`src/rtl/sdf_r2_stage.sv`:
```
// Radix-2 single-path delay-feedback butterfly stage with stalls, optional /2 scaling,
// optional trivial -j rotation and a flush that drains the feedback memory.
module sdf_r2_stage #(
   parameter int WIDTH = 16,
   parameter int DEPTH = 32,
   parameter int SCALE = 1,
   parameter int NEG_J = 0
) (
   input  logic             clk,
   input  logic             rst,
   input  logic             enable_in,
   input  logic [WIDTH-1:0] in_re,
   input  logic [WIDTH-1:0] in_im,
   input  logic             flush_in,
   output logic             enable_out,
   output logic [WIDTH-1:0] out_re,
   output logic [WIDTH-1:0] out_im,
   output logic             busy
);

   localparam int PB = $clog2(DEPTH);
   localparam int CW = PB + 1 + ((NEG_J != 0) ? 1 : 0);
   localparam logic [PB:0] P0_LAST = (PB+1)'(DEPTH - 1);
   localparam logic [PB:0] P1_LAST = (PB+1)'(2 * DEPTH - 1);
   localparam logic [WIDTH-1:0] S_MIN = {1'b1, {(WIDTH-1){1'b0}}};
   localparam logic [WIDTH-1:0] S_MAX = {1'b0, {(WIDTH-1){1'b1}}};

   logic [CW-1:0]    cnt;
   logic             pending;
   logic [WIDTH-1:0] mem_re [DEPTH];
   logic [WIDTH-1:0] mem_im [DEPTH];

   logic             adv;
   logic             phase;
   logic             rot;
   logic             flush_done;
   logic [WIDTH-1:0] x_re, x_im, xr_re, xr_im;
   logic [WIDTH-1:0] d_re, d_im, a_re, a_im, b_re, b_im;
   logic [WIDTH:0]   sum_re, sum_im, dif_re, dif_im;

   function automatic logic [WIDTH-1:0] sat_neg(input logic [WIDTH-1:0] v);
      return (v == S_MIN) ? S_MAX : (~v + WIDTH'(1));
   endfunction

   assign adv   = enable_in | (flush_in & ~enable_in & pending);
   assign phase = cnt[PB];
   assign d_re  = mem_re[DEPTH-1];
   assign d_im  = mem_im[DEPTH-1];
   assign busy  = pending;
   // Flush completes on the last phase-0 sample when no real data arrives.
   assign flush_done = ~phase & (cnt[PB:0] == P0_LAST) & ~enable_in;

   generate
      if (NEG_J != 0) begin : g_rot
         assign rot = (cnt[CW-1:CW-2] == 2'b11);
      end else begin : g_norot
         assign rot = 1'b0;
      end
   endgenerate

   always_comb begin
      x_re  = enable_in ? in_re : '0;
      x_im  = enable_in ? in_im : '0;
      xr_re = x_re;
      xr_im = x_im;
      if (rot) begin
         xr_re = x_im;
         xr_im = sat_neg(x_re);
      end
      sum_re = {d_re[WIDTH-1], d_re} + {xr_re[WIDTH-1], xr_re};
      sum_im = {d_im[WIDTH-1], d_im} + {xr_im[WIDTH-1], xr_im};
      dif_re = {d_re[WIDTH-1], d_re} - {xr_re[WIDTH-1], xr_re};
      dif_im = {d_im[WIDTH-1], d_im} - {xr_im[WIDTH-1], xr_im};
      a_re   = (SCALE != 0) ? sum_re[WIDTH:1] : sum_re[WIDTH-1:0];
      a_im   = (SCALE != 0) ? sum_im[WIDTH:1] : sum_im[WIDTH-1:0];
      b_re   = (SCALE != 0) ? dif_re[WIDTH:1] : dif_re[WIDTH-1:0];
      b_im   = (SCALE != 0) ? dif_im[WIDTH:1] : dif_im[WIDTH-1:0];
   end

   // Delay line is deliberately unreset; pending masks its stale contents.
   always_ff @(posedge clk) begin
      if (adv) begin
         for (int i = DEPTH - 1; i > 0; i--) begin
            mem_re[i] <= mem_re[i-1];
            mem_im[i] <= mem_im[i-1];
         end
         mem_re[0] <= phase ? b_re : xr_re;
         mem_im[0] <= phase ? b_im : xr_im;
      end
   end

   always_ff @(posedge clk) begin
      if (rst) begin
         cnt        <= '0;
         pending    <= 1'b0;
         enable_out <= 1'b0;
         out_re     <= '0;
         out_im     <= '0;
      end else if (adv) begin
         out_re     <= phase ? a_re : d_re;
         out_im     <= phase ? a_im : d_im;
         enable_out <= phase | pending;
         if (flush_done) begin
            cnt     <= '0;
            pending <= 1'b0;
         end else begin
            cnt <= cnt + CW'(1);
            if (cnt[PB:0] == P1_LAST) pending <= 1'b1;
         end
      end else begin
         enable_out <= 1'b0;
      end
   end

endmodule
```
`config.mk`:
```
export PLATFORM = sky130hd
export DESIGN_NAME = sdf_r2_stage
export DESIGN_NICKNAME = d
export VERILOG_FILES = /design/src/rtl/sdf_r2_stage.sv
export SDC_FILE = /design/constraint.sdc
export NUM_CORES = 1
export LEC_CHECK = 0
export ABC_AREA = 1
export ABC_CLOCK_PERIOD_IN_PS = 62000
export CAP_MARGIN = 10
export CORE_UTILIZATION = 61
export DETAILED_ROUTE_END_ITERATION = 8
export GPL_ROUTABILITY_DRIVEN = 0
export HOLD_SLACK_MARGIN = 0.08
export PLACE_DENSITY_LB_ADDON = 0.15
export SYNTH_ARGS = -nofsm -noshare
export SYNTH_HDL_FRONTEND = slang
export SYNTH_SLANG_ARGS = --single-unit
export TNS_END_PERCENT = 100
```
`constraint.sdc`:
```
create_clock -name clk -period 62 [get_ports clk]
set_input_delay 18.6 -clock clk [delete_from_list [all_inputs] [get_ports clk]]
set_output_delay 18.6 -clock clk [all_outputs]
set_load 0.01 [all_outputs]
```
==> results.sh, run 1 <==
export IMPL_status="complete, but fails checks"
export IMPL_violations="DRC"
export IMPL_grt_overflow_total=0
export IMPL_clkTransAtPathRegs_ns=0.06
export IMPL_netlist_instances=2086
export IMPL_start_util_pct=61.9
export IMPL_grt_pass1_vias=16400
export IMPL_num_io_pins=70
export IMPL_drc_errors=6
export IMPL_n_antenna_cell=0
export IMPL_vias_per_cell=5.45
export IMPL_clock_sinks=1064
export IMPL_cts_hold_buf=0
export IMPL_path_class="in -> reg"
export IMPL_synth_edff_count=1024
export IMPL_syn_num_nets=2191
export IMPL_clk_latency_ns=0.64
export IMPL_place_inst=2899
export IMPL_wl_mm=56.0
export IMPL_fin_cells=3080
export IMPL_p_leak_nw=15.1
export IMPL_setup_tns_ns=0
export IMPL_crit_required_ns=62.26
export IMPL_synth_largest_area_cell="edfxtp_1"
export IMPL_powerDensity_nw_per_um2=35.9
export IMPL_start_kind="input port"
export IMPL_setup_viol=0
export IMPL_cp_max_fo=106
export IMPL_yosysMostFrequentCell="edfxtp_1"
export IMPL_wire_per_inst_um=18.2
export IMPL_cpMaxStageDelayCell="buf_4"
export IMPL_syn_cell_area_um2=36700
export IMPL_track_usage_pct=19.2
export IMPL_die_width_um=247
export IMPL_slew_viol_final=0
export IMPL_cts_buffers=99
export IMPL_fin_crit_ns=22.97
export IMPL_cts_repair_resize_count=0
export IMPL_antenna_found_initial=0
export IMPL_fin_util_pct=69.9
export IMPL_cts_tree="yes"
export IMPL_arrival_ns=23.23
export IMPL_dp_hpwl_mm=31.9
export IMPL_slowest_delay_ns=0.86
export IMPL_maxCapViolCount=0
export IMPL_cts_htree_levels=3
export IMPL_num_rows=89
export IMPL_yosys_warnings=0
export IMPL_hold_path_class="reg -> reg"
export IMPL_r2r_slack_ns=57.15
export IMPL_clock_skew_ns=0.0223
export IMPL_relSlewSlack_pct=22.8
export IMPL_ys_flop_type="edfxtp_1"
export IMPL_rsz0062_at_grt="false"
export IMPL_nets=2332
export IMPL_ir_worst_vdd_uv=25.5
export IMPL_finalCritPeriodShare_pct=37.0
export IMPL_core_um2=59200
export IMPL_grt_pass1_wl_mm=89.1
export IMPL_synth_top_area_share_pct=83.9
export IMPL_drt_initial_drc_count=1517
export IMPL_cts_buffer_depth=3
export IMPL_fmax_ghz=0.0435
export IMPL_yosys_top_cells_count="1024 x edfxtp_1, 338 x nand2_1, 143 x inv_1, 109 x nor2_1, 80 x nand3_1"
export IMPL_postSynth_asyncResetShare_pct=0
export IMPL_tightest_slew_ns=1.16
export IMPL_port_buffers=69
export IMPL_syn_area_per_cell_um2=17.6
export IMPL_cts_setup_buffers=0
export IMPL_drive_gt1_share_pct=7.67
export IMPL_ys_ff_latch=1064
export IMPL_die_y_um=247
export IMPL_area_growth_pct=12.9
export IMPL_clockRootBuffer="clkbuf_16"
export IMPL_crit_path_end_kind="flip-flop"
export IMPL_synth_area_top_cells="edfxtp_1 84%, nand2_1 3.5%, ha_1 2.2%"
export IMPL_yosysUniqueCellTypes=43
export IMPL_crit_chain="buf_2 -> buf_4 -> inv_2 -> nand2_8 -> buf_4 -> buf_4 -> buf_4 -> buf_4"
export IMPL_synth_seq_area_share_pct=86.0
export IMPL_hold_viol_final=0
export IMPL_die_area_um2=61100
export IMPL_ant_nets=0
export IMPL_dr_pass1_iters=7
export IMPL_grt_max_degree=220
export IMPL_vias=16800
export IMPL_crit_top_cell="buf_4"
report_power, final:
group / switching, mW / internal (mW)
logic: 0.0414 / 0.0171
clock network: 0.246 / 0.336
registers: 0.0134 / 0.834
area by class of cell:
| class | instances | area (µm²) |
|---|---|---|
| Timing Repair Buffer | 81 | 801 |
| Inverter | 149 | 559 |
| Fill cell | 3718 | 17800 |
| Tap cell | 773 | 967 |
| Multi-Input combinational cell | 832 | 4370 |
| Clock buffer | 132 | 2700 |
| Clock inverter | 49 | 458 |
| Sequential cell | 1064 | 31600 |
stage by stage:
stage / setup slack [ns] / power [mW] / area (µm²) / hold WS (ns)
2_1_floorplan: 13.35 / 0.935 / 36700 / 0.400
3_3_place_gp: 38.41 / 0.918 / 38200 / 0.403
3_5_place_dp: 38.25 / 0.920 / 38200 / 0.405
4_1_cts: 39.01 / 1.51 / 41400 / 0.394
5_1_grt: 38.64 / 1.54 / 41400 / 0.404
6_report: 39.03 / 1.49 / 41400 / 0.408
layout by cell type, fill, tap and decap left out, types with 6 or more instances in the layout:
cell type / netlist / routed
inv_1: 143 / 143
bufinv_16: 0 / 7
buf_4: 3 / 10
clkbuf_16: 0 / 101
o21ai_0: 60 / 60
a21oi_1: 77 / 77
clkinv_1: 0 / 16
xor2_1: 12 / 12
clkbuf_1: 15 / 25
nor2_1: 109 / 109
a31oi_1: 15 / 15
nand2_1: 338 / 338
ha_1: 65 / 65
clkdlybuf4s50_1: 0 / 68
dfxtp_1: 40 / 39
o21ai_1: 6 / 6
clkinv_2: 0 / 18
o22ai_1: 7 / 7
edfxtp_1: 1024 / 1024
nor3_1: 13 / 13
inv_2: 6 / 6
clkbuf_8: 0 / 6
nand3_1: 80 / 80
final timing paths:
kind              depth (start not counted)              to           from
setup / recovery                          8  mem_im[0][178]      enable_in
hold / removal                            0   mem_re[1][86]  mem_re[1][70]
setup reg to reg                          6  mem_im[0][178]           busy
hold reg to reg                           0   mem_re[1][86]  mem_re[1][70]
registers in the layout, summed over array words and instances, names as in the netlist:
name,flops
mem_im,512
mem_re,512
out_im,16
out_re,16
cnt,6
busy,1
enable_out,1
per-layer routing:
metal	GRT usage [%]	share of wire (%)	wire length (µm)
met1	28.7	46	25900
met5	0	0	0
met3	4.19	5.7	3210
met4	7.48	3.4	1910
met2	27.8	45	25000
kinds of logic (layout without fill, tap and decap cells):
kind of cell | after synthesis | after routing | share of synthesized area [%]
fa+ha+maj | 69 | 69 | 2.44
compound gates | 184 | 184 | 2.73
xor+xnor | 13 | 13 | 0.311
flops | 1064 | 1064 | 86.0
buf+inv | 190 | 411 | 2.08
simple gates | 566 | 566 | 6.39
critical path, delay by kind of cell:
family,cells,cell delay [ns]
and+or+nand+nor,1,0.58
buffers and inverters,7,3.83
Power figures use the tool's default switching activity.
==> inputs of run 2 (changes only) <==
- ABC_CLOCK_PERIOD_IN_PS: 62000 -> 21400
- clock period: 62 -> 21.4 ns (I/O delays scaled with it)
==> run 2 against run 1 <==
  * The flow still finishes with violations (DRC)
  * Routed wire length is 1.4% higher
  * Critical path depth is 1 lower
  * Via count is 0.17% lower
  * Setup slack worse by 28 ns
  * Final cell count hardly changed
  * Clock power grew to 3.0 times the previous value
  * Hold slack better by 0.0028 ns
  * Sequential power grew to 2.9 times the previous value
  * Power grew to 2.9 times the previous value
  * Die area stayed put
  * Global-route usage hardly changed
  * Sequential share of layout area is 0.14 points lower
  * Highest routed layer unchanged
==> results.sh, run 2 (same netlist as run 1, synthesis figures left out) <==
export IMPL_status="complete, but fails checks"
export IMPL_violations="DRC"
export IMPL_wl_mm=56.8
export IMPL_place_ws_ns=10.39
export IMPL_powerDensity_nw_per_um2=105
export IMPL_grt_overflow_total=0
export IMPL_hold_viol_final=0
export IMPL_area_growth_pct=13.2
export IMPL_reg_top3="mem_im x512, mem_re x512"
export IMPL_crit_required_ns=21.65
export IMPL_die_y_um=247
export IMPL_layout_commonest_cell="edfxtp_1"
export IMPL_die_area_um2=61100
export IMPL_cts_tree="yes"
export IMPL_cts_buffer_depth=3
export IMPL_grt_pass1_vias=16100
export IMPL_finalPower_mw=4.37
export IMPL_drc_errors=8
export IMPL_ir_worst_vdd_uv=84.7
export IMPL_cts_buffers=99
export IMPL_crit_top_cell="buf_4"
export IMPL_seqPwrFrac_pct=56.3
export IMPL_setup_ws_ns=11.11
export IMPL_relSlewSlack_pct=21.7
export IMPL_start_kind="input port"
export IMPL_cts_setup_buffers=0
export IMPL_grt_pass1_wl_mm=88.7
export IMPL_cts_htree_levels=3
export IMPL_setup_viol=0
export IMPL_clock_skew_ns=0.0159
export IMPL_cpMaxStageDelayCell="buf_4"
export IMPL_setup_tns_ns=0
export IMPL_clock_sinks=1064
export IMPL_port_buffers=69
export IMPL_nets=2331
export IMPL_fin_crit_ns=10.29
export IMPL_combPwrFrac_pct=3.9
export IMPL_cts_hold_buf=0
export IMPL_p_sw_uw=881
export IMPL_critical_path_buf_inv_count=6
export IMPL_arrival_ns=10.53
export IMPL_slew_viol_final=0
export IMPL_core_um2=59200
export IMPL_p_leak_nw=15.2
export IMPL_clkTransAtPathRegs_ns=0.06
export IMPL_grt_max_degree=226
export IMPL_dp_hpwl_mm=31.4
export IMPL_fillers=3675
export IMPL_start_util_pct=61.9
export IMPL_fin_cells=3081
export IMPL_intPower_mw=3.48
export IMPL_antenna_found_initial=0
export IMPL_drt_initial_drc_count=1683
export IMPL_switching_share_pct=20.2
export IMPL_drive_gt1_share_pct=7.84
export IMPL_wire_per_inst_um=18.4
export IMPL_slowest_delay_ns=0.91
export IMPL_maxCapViolCount=0
export IMPL_ant_nets=0
export IMPL_cp_max_fo=215
export IMPL_place_area_um2=38200
export IMPL_num_io_pins=70
export IMPL_num_rows=89
export IMPL_track_usage_pct=19.2
export IMPL_finalInstanceArea_um2=41500
export IMPL_rsz0062_at_grt="false"
export IMPL_p_clk_share_pct=39.8
export IMPL_place_inst=2898
export IMPL_path_class="in -> reg"
export IMPL_crit_chain="buf_2 -> buf_4 -> inv_2 -> nand2_8 -> buf_4 -> buf_4 -> buf_12"
export IMPL_final_cell_mix="1024 x edfxtp_1, 338 x nand2_1, 143 x inv_1"
export IMPL_fmax_ghz=0.0972
export IMPL_hold_path_class="reg -> reg"
export IMPL_tightest_slew_ns=1.17
export IMPL_dr_pass1_iters=8
export IMPL_n_antenna_cell=0
export IMPL_clockRootBuffer="clkbuf_16"
export IMPL_clk_latency_ns=0.64
export IMPL_critPathTopFamily="buffers and inverters"
export IMPL_cts_repair_resize_count=0
export IMPL_crit_path_end_kind="flip-flop"
export IMPL_die_width_um=247
export IMPL_finalCritPeriodShare_pct=48.1
export IMPL_vias_per_cell=5.44
export IMPL_multi_input_area_um2=4370
export IMPL_seq_area_um2=31600
export IMPL_vias=16800
run 2: changes by cell type in the layout (fill, tap and decap cells not counted), sizes merged:
cell      previous run  this run
clkinvlp             1         2
buf                 13        12
bufinv               7        12
clkbuf             132       119
clkinv              38        46
inv                152       153
run 2: layout make-up:
class	count	area share, %
Timing Repair Buffer	80	1.91
Tap cell	773	2.33
Sequential cell	1064	76.1
Inverter	149	1.35
Multi-Input combinational cell	832	10.5
Clock inverter	64	1.50
Clock buffer	119	6.33
run 2: routing by layer:
layer,part of all wire (%),global-route usage (%),vias to the layer above,wire length (µm)
li1,-,-,7882,-
met1,48,29.6,8317,27000
met2,45,27.9,439,25300
met3,5.4,3.71,121,3070
met4,2.5,6.08,0,1420
met5,0,0,-,0
run 2: metrics by stage:
stage	utilization, %	hold slack [ns]
3_5_place_dp	64.5	0.405
4_1_cts	70.0	0.412
5_1_grt	70.0	0.414
2_1_floorplan	-	0.400
6_report	70.0	0.411
3_3_place_gp	64.5	0.402
run 2: worst paths after layout:
path | to | cells past startpoint | startpoint | slack [ns]
setup / recovery | mem_im[0][94] | 7 | enable_in | 11.11
hold reg to reg | mem_re[0][138] | 0 | mem_re[0][122] | 0.41
hold / removal | mem_re[0][138] | 0 | mem_re[0][122] | 0.41
setup reg to reg | mem_im[0][94] | 5 | busy | 17.02
run 2: power groups by stage:
stage                     Sequential [mW]  Combinational [mW]  Clock (mW)
after CTS                            2.46               0.169        1.79
after global placement               2.50               0.164           0
after floorplan                      2.54               0.114           0
after global routing                 2.47               0.189        1.86
final                                2.46               0.170        1.74
after detailed placement             2.50               0.169           0
